===== config.mk =====
export PLATFORM = sky130hd
export DESIGN_NAME = idm_arbiter
export DESIGN_NICKNAME = d
export VERILOG_FILES = /design/src/rtl/idm_arbiter.sv
export SDC_FILE = /design/constraint.sdc
export NUM_CORES = 1
export LEC_CHECK = 0
export CAP_MARGIN = 20
export CORE_MARGIN = 2
export CORE_UTILIZATION = 47
export CTS_BUF_LIST = sky130_fd_sc_hd__clkbuf_4
export DETAILED_ROUTE_END_ITERATION = 10
export PLACE_DENSITY = 0.87
export SYNTH_ARGS = -nofsm -noshare
export SYNTH_HDL_FRONTEND = slang
export SYNTH_SLANG_ARGS = --single-unit

===== constraint.sdc =====
create_clock -name clk_i -period 2.8 [get_ports clk_i]
set_input_delay 0.56 -clock clk_i [delete_from_list [all_inputs] [get_ports clk_i]]
set_output_delay 0.56 -clock clk_i [all_outputs]
set_load 0.005 [all_outputs]

===== src/rtl/idm_arbiter.sv =====
// Arbiter for the unified instruction/data memory: grants one of debug, load/store or fetch,
// then runs a registered ACCESS/DONE transaction and returns data with a one-cycle valid.
module idm_arbiter #(
    parameter int AW           = 8,
    parameter int WW           = 8,
    parameter int RW           = 16,
    parameter int DEPTH        = 64,
    parameter int STARVE_LIMIT = 4
) (
    input  logic          clk_i,
    input  logic          rst_ni,
    input  logic          if_req_i,
    input  logic [AW-1:0] if_addr_i,
    output logic          if_gnt_o,
    output logic          if_rvalid_o,
    output logic [RW-1:0] if_rdata_o,
    input  logic          ls_req_i,
    input  logic          ls_we_i,
    input  logic [AW-1:0] ls_addr_i,
    input  logic [WW-1:0] ls_wdata_i,
    output logic          ls_gnt_o,
    output logic          ls_rvalid_o,
    output logic [RW-1:0] ls_rdata_o,
    input  logic          dbg_req_i,
    input  logic          dbg_we_i,
    input  logic [AW-1:0] dbg_addr_i,
    input  logic [WW-1:0] dbg_wdata_i,
    output logic          dbg_gnt_o,
    output logic          dbg_rvalid_o,
    output logic [RW-1:0] dbg_rdata_o,
    output logic          err_o,
    output logic [AW-1:0] mem_a_o,
    output logic [WW-1:0] mem_wd_o,
    output logic          mem_we_o,
    input  logic [RW-1:0] mem_rdata_i
);

    typedef enum logic [1:0] {IDLE, ACCESS, DONE} state_e;
    typedef enum logic [1:0] {PORT_IF, PORT_LS, PORT_DBG} port_e;

    localparam int            SW     = $clog2(STARVE_LIMIT + 1);
    localparam logic [SW-1:0] SLimit = SW'(STARVE_LIMIT);
    localparam logic [AW:0]   DepthL = (AW + 1)'(DEPTH);

    state_e        state_q, state_d;
    port_e         port_q, port_d;
    logic [AW-1:0] addr_q, addr_d;
    logic          we_q, we_d;
    logic [WW-1:0] wdata_q, wdata_d;
    logic [SW-1:0] starve_q, starve_d;
    logic [RW-1:0] if_rdata_q, ls_rdata_q, dbg_rdata_q;

    logic arbOpen, anyReq, ifStarved, inRange, inAccess, inDone;

    assign anyReq    = if_req_i | ls_req_i | dbg_req_i;
    assign ifStarved = if_req_i && (starve_q == SLimit);
    assign inRange   = {1'b0, addr_q} < DepthL;
    assign inAccess  = (state_q == ACCESS);
    assign inDone    = (state_q == DONE);
    // Grants are combinational from req, so they are masked while reset is held.
    assign arbOpen   = rst_ni && (state_q != ACCESS);

    always_comb begin
        state_d   = (state_q == ACCESS) ? DONE : IDLE;
        port_d    = port_q;
        addr_d    = addr_q;
        we_d      = we_q;
        wdata_d   = wdata_q;
        starve_d  = starve_q;
        if_gnt_o  = 1'b0;
        ls_gnt_o  = 1'b0;
        dbg_gnt_o = 1'b0;
        if (arbOpen && anyReq) begin
            state_d = ACCESS;
            if (dbg_req_i) begin
                dbg_gnt_o = 1'b1;
                port_d    = PORT_DBG;
                addr_d    = dbg_addr_i;
                we_d      = dbg_we_i;
                wdata_d   = dbg_wdata_i;
            end else if (ls_req_i && !ifStarved) begin
                ls_gnt_o = 1'b1;
                port_d   = PORT_LS;
                addr_d   = ls_addr_i;
                we_d     = ls_we_i;
                wdata_d  = ls_wdata_i;
            end else begin
                if_gnt_o = 1'b1;
                port_d   = PORT_IF;
                addr_d   = if_addr_i;
                we_d     = 1'b0;
                wdata_d  = '0;
            end
            if (if_req_i && !if_gnt_o) begin
                starve_d = (starve_q == SLimit) ? starve_q : starve_q + SW'(1);
            end else begin
                starve_d = '0;
            end
        end
    end

    always_ff @(posedge clk_i or negedge rst_ni) begin
        if (!rst_ni) begin
            state_q     <= IDLE;
            port_q      <= PORT_IF;
            addr_q      <= '0;
            we_q        <= 1'b0;
            wdata_q     <= '0;
            starve_q    <= '0;
            if_rdata_q  <= '0;
            ls_rdata_q  <= '0;
            dbg_rdata_q <= '0;
        end else begin
            state_q  <= state_d;
            port_q   <= port_d;
            addr_q   <= addr_d;
            we_q     <= we_d;
            wdata_q  <= wdata_d;
            starve_q <= starve_d;
            // Out-of-range reads return zero rather than whatever the memory aliases to.
            if (inAccess && !we_q) begin
                case (port_q)
                    PORT_IF:  if_rdata_q  <= inRange ? mem_rdata_i : '0;
                    PORT_LS:  ls_rdata_q  <= inRange ? mem_rdata_i : '0;
                    PORT_DBG: dbg_rdata_q <= inRange ? mem_rdata_i : '0;
                    default:  ;
                endcase
            end
        end
    end

    assign mem_a_o      = inAccess ? addr_q : '0;
    assign mem_wd_o     = inAccess ? wdata_q : '0;
    assign mem_we_o     = inAccess && we_q && inRange;
    assign if_rvalid_o  = inDone && (port_q == PORT_IF);
    assign ls_rvalid_o  = inDone && (port_q == PORT_LS);
    assign dbg_rvalid_o = inDone && (port_q == PORT_DBG);
    assign err_o        = inDone && !inRange;
    assign if_rdata_o   = if_rdata_q;
    assign ls_rdata_o   = ls_rdata_q;
    assign dbg_rdata_o  = dbg_rdata_q;

endmodule


; Word-level counts from Yosys, hierarchy flattened
; Index checks and enable logic that the tools add are counted.
; Widths: inputs -> output; s select.
[classes]
shifts = 0
add_sub_neg = 1
n_mul = 0
eq_ne = 7
muxes = 24
n_bitwise = 2
n_reduce_logical = 21
div_mod_pow = 0
n_lt_le_gt_ge = 1
[op_table]
columns = operator, count
row1 = $mux 8, 6
row2 = $mux 16, 1
row3 = $logic_and 1x1->1, 12
row4 = $mux 1, 12
row5 = $lt 8x7->1 const B, 1
row6 = $reduce_and 2->1, 4
row7 = $mux 2, 3
row8 = $mux 3, 2
row9 = $eq 2x1->1 const B, 2
row10 = $eq 2x2->1 const B, 2
row11 = $logic_not 1->1, 4
row12 = $add 3x1->3 const B, 1
row13 = $eq 3x3->1 const B, 1
row14 = $logic_not 2->1, 1
row15 = $ne 2x1->1 const B, 1
row16 = $ne 2x2->1 const B, 1
row17 = $or 1x1->1, 2
[word_totals]
mem_bits_rw = 0
mem_count = 0
reg_bits = 72
elab_cells = 65
romBits = 0
latch_bits = 0
output_inout_bits = 72

; Depth between registers and ports, before layout
[depth]
word_depth = 11
ltp_mapped = 7

; Worst setup path after synthesis
; Ideal clock, no wire load.
[synth_path]
kind = register -> output
start = reg starve_q[0]
end = out if_gnt_o
slack_ns = 0.981
t_arrival_ns = 1.259
path_stages_with_launch = 6
cell_sequence = dfrtp_1 inv_1 ha_1 nand3_1 a21oi_1 and2_1
[synth_via]
elab_chain_cells = 8
[synth_rtl]
columns = element, line_no
row1 = "start, declared", 50  ; logic [SW-1:0] starve_q, starve_d;
row2 = "start signal, assigned", 119  ; starve_q <= starve_d;
row3 = $eq 3x3->1, 56  ; assign ifStarved = if_req_i && (starve_q == SLimit);
row4 = $logic_and 1x1->1, 56
row5 = $logic_not 1->1, 81  ; end else if (ls_req_i && !ifStarved) begin
row6 = $logic_and 1x1->1, 81
row7 = $mux 1, 81
row8 = $mux 1, 75  ; if (dbg_req_i) begin
row9 = $mux 1 (2 in series), 73  ; if (arbOpen && anyReq) begin
row10 = "end, declared", 14  ; output logic if_gnt_o,
; Every way passes these cells. The select of a mux whose other input is x is not followed.

; Worst setup path after layout
[layout_path]
start = in dbg_req_i
end = out ls_gnt_o
[layout_via]
elab_chain_cells = 3
word_cells_on_any_way = 4
[layout_rtl]
columns = element, line_no
row1 = "start, declared", 24  ; input logic dbg_req_i,
row2 = $or 1x1->1, 55  ; assign anyReq = if_req_i | ls_req_i | dbg_req_i;
row3 = $logic_and 1x1->1, 73
row4 = $mux 1 (*), 73
row5 = "end, declared", 21  ; output logic ls_gnt_o,
; Mark *: on every way between the ends. The rest lies on a longest branch, timed or not.

==> results_dict.tcl <==
set metrics [dict create \
    status "finished clean" \
    core_um2 6681 \
    insertion_delay_ns 0.42 \
    clock_path_buffers 2 \
    slew_viol_final 0 \
    synth_area_leaders "dfrtp_1 56%, nand2_1 6.8%, mux2i_1 5.0%" \
    cts-root-buf "clkbuf_4" \
    synthAdderAreaFrac_pct 0.7813 \
    drt-total-wl_um 8007 \
    finalHoldViolCount 0 \
    grt_pass1_vias 2822 \
    synth-compound-area-share_pct 15.35 \
    final_common_cell "clkdlybuf4s50_1" \
    critPathLaunchType "input pin" \
    die_area_um2 7492 \
    fillers 511 \
    cts_tree "done" \
    synth_top_family_by_area "simple AND/OR/NAND/NOR gates" \
    fin_crit_sh_pct 97.00 \
    yosysWarnings 0 \
    ir_worst_vdd_mv 0.2791 \
    timing_worst_setup_path_type "in -> out" \
    final.setup.worst_slack_ns 0.08397 \
    endpoint_kind "primary output" \
    required_ns 2.24 \
    min_path_type "in -> async" \
    fmax_mhz 368.2 \
    fin_crit_ns 2.716 \
    power.density_nw_per_um2 770.9 \
    ys_async_sr_fraction_pct 100.0 \
    diodes 0 \
    max_slew.worst_pin.slew_ns 0.9849 \
    synth_largest_area_cell "dfrtp_1" \
    clkSlewWorstSetupHoldPaths_ns 0.12 \
    cap_violations 0 \
    grt_pass1_wl_um 13130 \
    drc 0 \
    cp_data_arrival_time_ns 2.16 \
    synthSimpleGateAreaFrac_pct 16.29 \
    setup_tns_ns 0 \
    switching_share_pct 30.05 \
    synth_edf_count 0 \
    grt_start_max_net_pins 73 \
    vias 2763 \
    synth_cells 310 \
    ys.flop_type "dfrtp_1" \
    fin_skew_ns 0.01541 \
    grt_usage_pct 22.76 \
    dr.pass1.iters 6 \
    synth_top_cell_area_share_pct 56.25 \
    io_pins 135 \
    place_hpwl_um 5947 \
    setup_viol_count_final 0 \
    rsz0062_at_grt "false" \
    ys_seq_area_share_pct 56.25 \
    antenna_found_initial 0 \
    start_util_pct 47.94 \
    clock_sinks 72 \
    layout.nets 512 \
    pwr-share-clk_pct 19.5 \
    cts_buffers 9 \
    num_rows 30 \
    area_growth_pct 48.75 \
    power.switching_mw 1.104 \
    relSlewSlack_pct 34.34 \
    synth_cell_types 37 \
    syn-num-nets 375 \
    post-cts-setup-buffers 0 \
    p_seq_share_pct 43.4 \
    synth_xor_area_share_pct 0 \
    synth.mux.area_fraction_pct 5.352 \
    cts_resized 0 \
    cp_max_fo 6 \
    htreeDepth 3 \
    internal_power_mw 2.569 \
    layout-drive-gt1-share_pct 9.956 \
    syn_avg_cell_area_um2 10.33 \
    netlist_area_um2 3203 \
    wire_per_inst_um 15.05 \
    grt_overflow_total 0 \
    drt-initial-drc-count 119 \
    comb_power_share_pct 37.1 \
    ys_ff_latch 72 \
    cts_hold_buf 0 \
    io_buffers 134 \
    layout_common_cells "133 x clkdlybuf4s50_1, 72 x dfrtp_1, 58 x nand2_1" \
    post-place-ws_ns 0.1205 \
    die_y_um 86.56 \
    power_leakage_nw 2.178 \
    routabilityCongestion 0.7849 \
    vias_per_cell 5.194 \
    antenna_left 0 \
    die_w_um 86.56 \
]
[Yosys cell counts, types with 2 or more instances]
master,count
nand2_1,58
o21ai_1,10
buf_2,6
inv_1,20
buf_6,5
nor2_1,21
ha_1,2
nand2b_1,2
nor3_1,3
nor2b_1,2
dfrtp_1,72
o21ai_0,17
and3_1,3
and2_1,17
o21ai_2,14
a21oi_1,2
clkbuf_1,6
mux2i_1,16
a221oi_1,9
a222oi_1,8
[metal layers]
layer | wire, um | global-route usage (%) | vias up | part of all wire (%)
li1 | - | - | 1332 | -
met1 | 3434 | 28.91 | 1304 | 43
met2 | 3833 | 37.20 | 117 | 48
met3 | 621 | 5.905 | 10 | 7.8
met4 | 119 | 9.375 | 0 | 1.5
met5 | 0 | 0 | - | 0
[registers in the layout, summed over array words and instances, names as in the netlist]
name and count:
dbg_rdata_o 16, if_rdata_o 16, ls_rdata_o 16, addr_q 8, wdata_q 8, starve_q 3, port_q 2, state_q 2
we_q 1
[worst max-delay path, stage by stage]
cell             delay [ns]
clkdlybuf4s50_1        0.61
o311ai_4               0.13
nor3_1                 0.30
clkdlybuf4s50_1        0.56
[power by group through the flow]
stage               clock network [mW]  registers, mW  logic (mW)
detailed placement                   0           1.62        1.37
global route                     0.773           1.64        1.50
floorplan                            0           1.61       0.493
global placement                     0           1.60        1.32
finish                           0.718           1.59        1.36
CTS                              0.728           1.60        1.38
[layout make-up]
type	instances	area, um^2	area share [%]
inverter	20	75.07	1.576
tap	80	100.1	2.101
timing repair buffer	144	1414	29.67
sequential	72	1802	37.82
clock buffer	9	67.56	1.418
clock inverter	7	86.33	1.812
multi-input combinational	200	1220	25.60
[kinds of logic after synthesis]
group / count (synthesis)
and+or+nand+nor: 114
DFF: 72
muxes: 17
buffers and inverters: 38
AOI/OAI and AO/OA: 67
adders and majority gates: 2
[path summary, 6_finish.rpt]
kind / start / end / cells after the start / slack, ns
setup / recovery: dbg_req_i / ls_gnt_o / 4 / 0.08
hold / removal: rst_ni / ls_rdata_o[10]$_DFFE_PN0P_ / 2 / 0.40
setup reg to reg: starve_q[0]$_DFFE_PN0P_ / addr_q[7]$_DFFE_PN0P_ / 6 / 0.90
hold reg to reg: addr_q[2]$_DFFE_PN0P_ / addr_q[2]$_DFFE_PN0P_ / 2 / 0.48
max in group asynchronous: rst_ni / dbg_rdata_o[15]$_DFFE_PN0P_ / 2 / 1.79
min in group clk_i: addr_q[2]$_DFFE_PN0P_ / addr_q[2]$_DFFE_PN0P_ / 2 / 0.48
[through the flow]
step	instance area [um^2]	util (%)	power (mW)	hold WS [ns]	cells
detailed placement	4611	69.01	2.993	0.4628	516
global route	4765	71.31	3.913	0.4603	532
finish	4765	71.31	3.673	0.4042	532
floorplan	3203	-	2.101	0.2644	310
CTS	4765	71.31	3.704	0.4352	532
global placement	4611	69.01	2.921	0.4544	516
No activity file was read; power rests on OpenSTA's default activity.
